<file path="src/rtl/key_step_debounce_pkg.sv">
// Shared definitions for the key debounce block: FSM state encoding and
// default timing constants derived from the board clock.
package key_pkg;

  localparam int unsigned CLK_HZ            = 50_000_000;
  localparam int unsigned DEBOUNCE_MS       = 20;
  localparam int unsigned DEF_STABLE_CYCLES = (CLK_HZ / 1000) * DEBOUNCE_MS;

  typedef enum logic [1:0] {
    REL       = 2'd0,
    PRESS_CHK = 2'd1,
    HELD      = 2'd2,
    REL_CHK   = 2'd3
  } key_state_e;

endpackage

</file>
<file path="src/rtl/key_step_debounce_sync_2ff.sv">
// Two-flop synchroniser for asynchronous switch/key inputs; the reset value
// is chosen by the caller so idle levels survive reset.
module sync_2ff #(
  parameter logic RST_VAL = 1'b0
) (
  input  logic ck,
  input  logic rs,
  input  logic d,
  output logic q
);

  logic meta_q;
  logic sync_q;

  always_ff @(posedge ck) begin
    if (rs) begin
      meta_q <= RST_VAL;
      sync_q <= RST_VAL;
    end else begin
      meta_q <= d;
      sync_q <= meta_q;
    end
  end

  assign q = sync_q;

endmodule

</file>
<file path="src/rtl/key_step_debounce.sv">
// Debounces an active-low pushbutton into a clean level, press/release pulses
// and a count-step pulse (press plus optional hold-to-repeat ticks).
module key_step_debounce
  import key_pkg::*;
#(
  parameter int unsigned STABLE_CYCLES = DEF_STABLE_CYCLES,
  parameter int unsigned CNT_W         = 24,
  parameter int unsigned REPEAT_EN     = 0,
  parameter int unsigned REPEAT_DELAY  = 25_000_000,
  parameter int unsigned REPEAT_PERIOD = 10_000_000
) (
  input  logic ck,
  input  logic rs,
  input  logic key_n,
  output logic pressed,
  output logic press_pulse,
  output logic release_pulse,
  output logic step_pulse
);

  localparam logic [CNT_W-1:0] CNT_ONE     = CNT_W'(1);
  localparam logic [CNT_W-1:0] STABLE_LAST = CNT_W'(STABLE_CYCLES - 1);
  localparam logic [CNT_W-1:0] DELAY_LAST  = CNT_W'(REPEAT_DELAY - 1);
  localparam logic [CNT_W-1:0] PERIOD_LAST = CNT_W'(REPEAT_PERIOD - 1);

  logic key_s;

  sync_2ff #(.RST_VAL(1'b1)) u_sync (
    .ck (ck),
    .rs (rs),
    .d  (key_n),
    .q  (key_s)
  );

  key_state_e       state_q, state_d;
  logic [CNT_W-1:0] cnt_q, cnt_d;
  logic             phase_q, phase_d;
  logic             pressed_q, pressed_d;
  logic             press_q, press_d;
  logic             release_q, release_d;
  logic             step_q, step_d;

  always_comb begin
    state_d   = state_q;
    cnt_d     = cnt_q;
    phase_d   = phase_q;
    pressed_d = pressed_q;
    press_d   = 1'b0;
    release_d = 1'b0;
    step_d    = 1'b0;
    unique case (state_q)
      REL: begin
        pressed_d = 1'b0;
        phase_d   = 1'b0;
        if (!key_s) begin
          state_d = PRESS_CHK;
          cnt_d   = CNT_ONE;
        end else begin
          cnt_d = '0;
        end
      end
      PRESS_CHK: begin
        if (key_s) begin
          state_d = REL;
          cnt_d   = '0;
        end else if (cnt_q == STABLE_LAST) begin
          state_d   = HELD;
          cnt_d     = '0;
          phase_d   = 1'b0;
          pressed_d = 1'b1;
          press_d   = 1'b1;
          step_d    = 1'b1;
        end else begin
          cnt_d = cnt_q + CNT_ONE;
        end
      end
      HELD: begin
        pressed_d = 1'b1;
        if (key_s) begin
          state_d = REL_CHK;
          cnt_d   = CNT_ONE;
          phase_d = 1'b0;
        end else if (REPEAT_EN != 0) begin
          // phase 0 waits the initial delay, phase 1 free-runs at the period
          if ((!phase_q && cnt_q == DELAY_LAST) || (phase_q && cnt_q == PERIOD_LAST)) begin
            step_d  = 1'b1;
            cnt_d   = '0;
            phase_d = 1'b1;
          end else begin
            cnt_d = cnt_q + CNT_ONE;
          end
        end
      end
      REL_CHK: begin
        if (!key_s) begin
          state_d = HELD;
          cnt_d   = '0;
        end else if (cnt_q == STABLE_LAST) begin
          state_d   = REL;
          cnt_d     = '0;
          pressed_d = 1'b0;
          release_d = 1'b1;
        end else begin
          cnt_d = cnt_q + CNT_ONE;
        end
      end
      default: begin
        state_d = REL;
        cnt_d   = '0;
      end
    endcase
  end

  always_ff @(posedge ck) begin
    if (rs) begin
      state_q   <= REL;
      cnt_q     <= '0;
      phase_q   <= 1'b0;
      pressed_q <= 1'b0;
      press_q   <= 1'b0;
      release_q <= 1'b0;
      step_q    <= 1'b0;
    end else begin
      state_q   <= state_d;
      cnt_q     <= cnt_d;
      phase_q   <= phase_d;
      pressed_q <= pressed_d;
      press_q   <= press_d;
      release_q <= release_d;
      step_q    <= step_d;
    end
  end

  assign pressed       = pressed_q;
  assign press_pulse   = press_q;
  assign release_pulse = release_q;
  assign step_pulse    = step_q;

endmodule
</file>
<file path="config.mk">
export PLATFORM = sky130hd
export DESIGN_NAME = key_step_debounce
export DESIGN_NICKNAME = d
export VERILOG_FILES = /design/src/rtl/key_step_debounce_pkg.sv /design/src/rtl/key_step_debounce_sync_2ff.sv /design/src/rtl/key_step_debounce.sv
export SDC_FILE = /design/constraint.sdc
export NUM_CORES = 1
export LEC_CHECK = 0
export ABC_AREA = 1
export CAP_MARGIN = 20
export CORE_ASPECT_RATIO = 1.1
export CORE_MARGIN = 2
export CORE_UTILIZATION = 49
export DETAILED_ROUTE_END_ITERATION = 6
export GPL_TIMING_DRIVEN = 0
export PLACE_DENSITY = 0.72
export SETUP_SLACK_MARGIN = 0.4
export SYNTH_ARGS = -nofsm -noshare
export SYNTH_HDL_FRONTEND = slang
export SYNTH_SLANG_ARGS = --single-unit
</file>
<file path="constraint.sdc">
create_clock -name ck -period 3.1 [get_ports ck]
set_clock_uncertainty 0.2 [all_clocks]
set_input_delay 0.62 -clock ck [delete_from_list [all_inputs] [get_ports ck]]
set_output_delay 0.62 -clock ck [all_outputs]
set_load 0.03 [all_outputs]
</file>
* Word level (Yosys, flattened, before mapping)
Index checks and enable logic that the tools add are counted.
Widths: inputs -> output; s select.
** Word-level totals
- Bits in registers :: 31
- Bits of input ports :: 3
- Output and inout port bits :: 4
- Word-level logic and storage cells :: 47
** Cells by class
- $add $sub $neg :: 1
- Eq/ne operators :: 12
- Mux-type cells :: 19
- Bitwise gates (word level) :: 3
- Reduce and logical (&&, ||, !) cells :: 5
** Operators with widths (count)
- $mux 24 :: 4
- $pmux 24 s4 :: 1
- $add 24x1->24 const B :: 1
- $eq 24x20->1 const B :: 1
- $mux 2 :: 6
- $ne 2x2->1 const B :: 4
- $pmux 2 s4 :: 1
- $reduce_and 4->1 :: 2
- $mux 1 :: 6
- $reduce_or 3->1 :: 2
- $eq 2x2->1 const B :: 2
- $ne 2x1->1 const B :: 2
- $pmux 1 s4 :: 1
- $ne 3x2->1 const B :: 1
- $ne 3x3->1 const B :: 1
- $not 1->1 :: 3
- $eq 2x1->1 const B :: 1
- $logic_not 2->1 :: 1

* Longest topological paths before layout
- Depth after elaboration :: 4
- Gate-level depth with buffers :: 11
- Mapped depth without buffers :: 11

* Modules after synthesis
A second synthesis with hierarchy kept.
** Second synthesis, totals
- Cell total of the unflattened synthesis :: 321
- Area, all modules :: 2113.3 um^2
** Modules (own cells, without submodules)
- key_step_debounce :: instances 1, cells each 314, area each 2054.5 um^2, sequential area each 580.6 um^2
- sync_2ff :: instances 1, cells each 7, area each 58.8 um^2, sequential area each 40.0 um^2

* Worst setup path after synthesis
Ideal clock, no wire load.
- Path type :: register to register
- Start point :: register state_q[0]
- End point :: register cnt_q[14]
- Library setup time :: 110 ps
- Data arrival time :: 1387 ps
- Data required time :: 2790 ps
- Setup slack :: 1403 ps
- Stages on the path, launching flop included :: 11
- Buffers on the path :: 0
- Clock period less this slack :: 1697 ps
- Path through :: dfxtp_1 inv_1 ha_1 nand2_4 inv_1 nor2_2 nand4_1 nor2_1 nand2_1 inv_1 nor2_1
** On the way
- Cells in the longest elaborated chain, start to end :: 2
** RTL lines
- start: declaration :: RTL line key_step_debounce.sv:35 : key_state_e state_q, state_d;
- start signal: assignment :: RTL line key_step_debounce.sv:124 : state_q <= state_d;
- $eq 2x2->1, or another cell as far along :: RTL line key_step_debounce.sv:51 : unique case (state_q)
- $pmux 24 s4 / $ne 2x1->1 (equally long branches)
- end signal: assignment :: RTL line key_step_debounce.sv:125 : cnt_q <= cnt_d;
- end: declaration :: RTL line key_step_debounce.sv:36 : logic [CNT_W-1:0] cnt_q, cnt_d;
Several ways; a longest one is shown, not always the timed one.
A chain may end at the register's enable or synchronous reset.

* Worst setup path in the final report
- Start point :: register step_q (netlist: step_pulse)
- End point :: output step_pulse
** RTL lines
- start: declaration :: RTL line key_step_debounce.sv:41 : logic step_q, step_d;
- start signal: assignment :: RTL line key_step_debounce.sv:130 : step_q <= step_d;
- end: declaration :: RTL line key_step_debounce.sv:18 : output logic step_pulse
No word-level cell between the ends.

==> results.cfg <==
[outcome]
status = completed

[clocking]
path_clk_slew_ns = 0.06
clockBufferDepth = 2
root_buffer = clkbuf_8
cts_hold_buf = 0
h-tree-depth = 2
cts.sinks = 31
numCtsBuffers = 5
insertion_delay_ns = 0.29
postCtsSetupBuffers = 0
cts_tree = done
cts_resized = 0

[worst_setup_path]
cp-start-kind = flip-flop
crit_family = buffers and inverters
r2r_cells = 10
slowest_stage = clkdlybuf4s50_1
end_kind = output pin
r2r-start = state_q[0]$_SDFFE_PP0P_
reg2reg_slack_ns = 1.11
crit_start = step_pulse$_SDFF_PP0_
slowest_delay_ns = 0.65
worstSetupPathDepth = 2
critPathKind = flip-flop to output pin
timing.rr.end = cnt_q[14]$_SDFFE_PP0P_
path_max_fanout = 2
endpoint = step_pulse
crit_chain = buf_4 -> clkdlybuf4s50_1
critPathBufInv = 2
worstPathRequired_ns = 2.28
cp.arrival_ns = 1.37

[sta]
fin_crit_ns = 2.19
fmax_ghz = 0.456
hold_violations = 0
finalSetupTns_ns = 0
finalSetupViolCount = 0
rsz0062_at_grt = no
drv_slew = 0
worst_pin_slew_ns = 0.299
post-route-period-util_pct = 70.7
max_slew_margin_pct = 79.9

[placed_design]
place_inst = 331
finalWeightedCongestion = 0.883
port_buffers = 6
dpl.hpwl_um = 3040

[yosys]
ys_warn_count = 0
netlist_area_um2 = 1930
synthArstFlopShare_pct = 0
netlist.area_leader.share_pct = 32.2
synth_nets = 284
synth_area_leaders = dfxtp_1 32%, nor2_1 9.9%, nand2_1 9.4%
yosys.area.top_type = dfxtp_1
seq_area_frac_synth_pct = 32.2
synth_cells = 275
yosys.cell_types.count = 31
ys_seq_elements = 31
syn_area_per_cell_um2 = 7.01
synthFlopType = dfxtp_1
synth_edf_count = 0

[global_route]
globalRouteMet3Util_pct = 5.36
grt_pass1_wl_um = 7100
grt_usage_pct = 20.4
grt.met2_usage_pct = 31.8
grt_antenna_before_repair = 0
busiest_layer = met2
grt_max_degree = 11
grt_remaining_overflow = 0
use_met1_pct = 25.9
grt_pass1_vias = 1633

[power_and_ir_drop]
leakagePower_nw = 0.863
switching_share_pct = 30.6
p_switching_mw = 0.288
p_int_mw = 0.652
p_per_area_nw_per_um2 = 441
seq_power_share_pct = 46.4
combPwrFrac_pct = 20.8
max-vdd-ir-drop_v = 0.000424
clkPwrFrac_pct = 32.8

[routing]
wl_per_cell_um = 11.8
totalWireLength_um = 4010
via_per_inst = 5.07
dr_total_vias = 1718
drtAntennaViolNets = 0
drtPass1Iterations = 4
drc = 0
drtIter0Drc = 76

[die]
initial_utilization_pct = 51.9
core-area_um2 = 3710
rows = 23
die_area_um2 = 4450
die_w_um = 63.8
die_h_um = 69.8
io_pins = 7

[cells_and_area]
nNetsFinal = 297
antenna_cells = 0
final_cells = 339
n_fill_cell = 359
final_common_cell = nor2_1
seq_area_um2 = 621
drive_above_1_share_pct = 17.0
syn_to_final_growth_pct = 10.6
final_cell_mix = 51 x nor2_1, 48 x nand2_1, 31 x dfxtp_1
multi_input_area_um2 = 1130

[hold_path]
holdCritPathClass = flip-flop to flip-flop

[job]
maxCapViolCount = 0
kinds of logic after synthesis:
logic type | after synthesis | synth area share [%]
compound gates | 14 | 3.90
xor+xnor | 8 | 3.64
fa+ha+maj | 6 | 3.90
buf+inv | 37 | 8.96
flops | 31 | 32.2
mux | 2 | 1.04
simple gates | 177 | 46.4
flip-flops by register name (all words and copies together) (netlist names), named ones only:
register       count
step_pulse         1
u_sync.meta_q      1
u_sync.q           1
pressed            1
cnt_q             24
release_pulse      1
state_q            1
layout make-up:
type | instances | area share, %
buffer | 5 | 2.41
clock inverter | 1 | 0.235
inverter | 32 | 5.70
sequential | 31 | 29.1
tap | 50 | 2.94
timing repair buffer | 6 | 2.82
multi-input combinational | 207 | 53.2
clock buffer | 7 | 3.58
synth_stat cells (6+ instances only):
library cell	instances
xor2_1	7
dfxtp_1	31
inv_1	28
nand2_1	48
nor2_2	14
nand2_2	6
nand4_1	13
o21ai_0	7
nor2_1	51
ha_1	6
nand3_1	23
through the flow:
stage / utilization, % / worst slack (ns) / hold WS [ns] / total power, mW / cell area, um^2
6_report: 57.4 / 0.909 / 0.211 / 0.939 / 2130
5_1_grt: 57.4 / 0.854 / 0.224 / 1.00 / 2130
4_1_cts: 57.4 / 0.894 / 0.216 / 0.950 / 2130
3_5_place_dp: 55.2 / 1.09 / 0.198 / 0.639 / 2050
3_3_place_gp: 55.2 / 1.09 / 0.197 / 0.635 / 2050
2_1_floorplan: - / 1.40 / 0.189 / 0.598 / 1930
worst min-delay path by stage:
stage	slack, ns	cells after the start	endpoint	start
floorplan	0.19	1	u_sync.q$_SDFF_PP1_	u_sync.meta_q$_SDFF_PP1_
global placement	0.20	1	u_sync.q$_SDFF_PP1_	u_sync.meta_q$_SDFF_PP1_
detailed placement	0.20	1	u_sync.q$_SDFF_PP1_	u_sync.meta_q$_SDFF_PP1_
CTS	0.22	1	u_sync.q$_SDFF_PP1_	u_sync.meta_q$_SDFF_PP1_
global route	0.22	1	u_sync.q$_SDFF_PP1_	u_sync.meta_q$_SDFF_PP1_
finish	0.21	1	u_sync.q$_SDFF_PP1_	u_sync.meta_q$_SDFF_PP1_
metal layers:
layer	part of all wire (%)	routed length [um]
met4	1.9	76
met5	0	0
met1	49	1960
met3	2.8	112
met2	47	1860
power groups by stage:
stage / Sequential [mW] / Combinational, mW / Clock [mW]
after floorplan: 0.449 / 0.149 / 0
after global placement: 0.444 / 0.191 / 0
after detailed placement: 0.445 / 0.194 / 0
after CTS: 0.436 / 0.196 / 0.318
after global routing: 0.439 / 0.225 / 0.338
final: 0.436 / 0.195 / 0.308
Power figures use the tool's default switching activity.
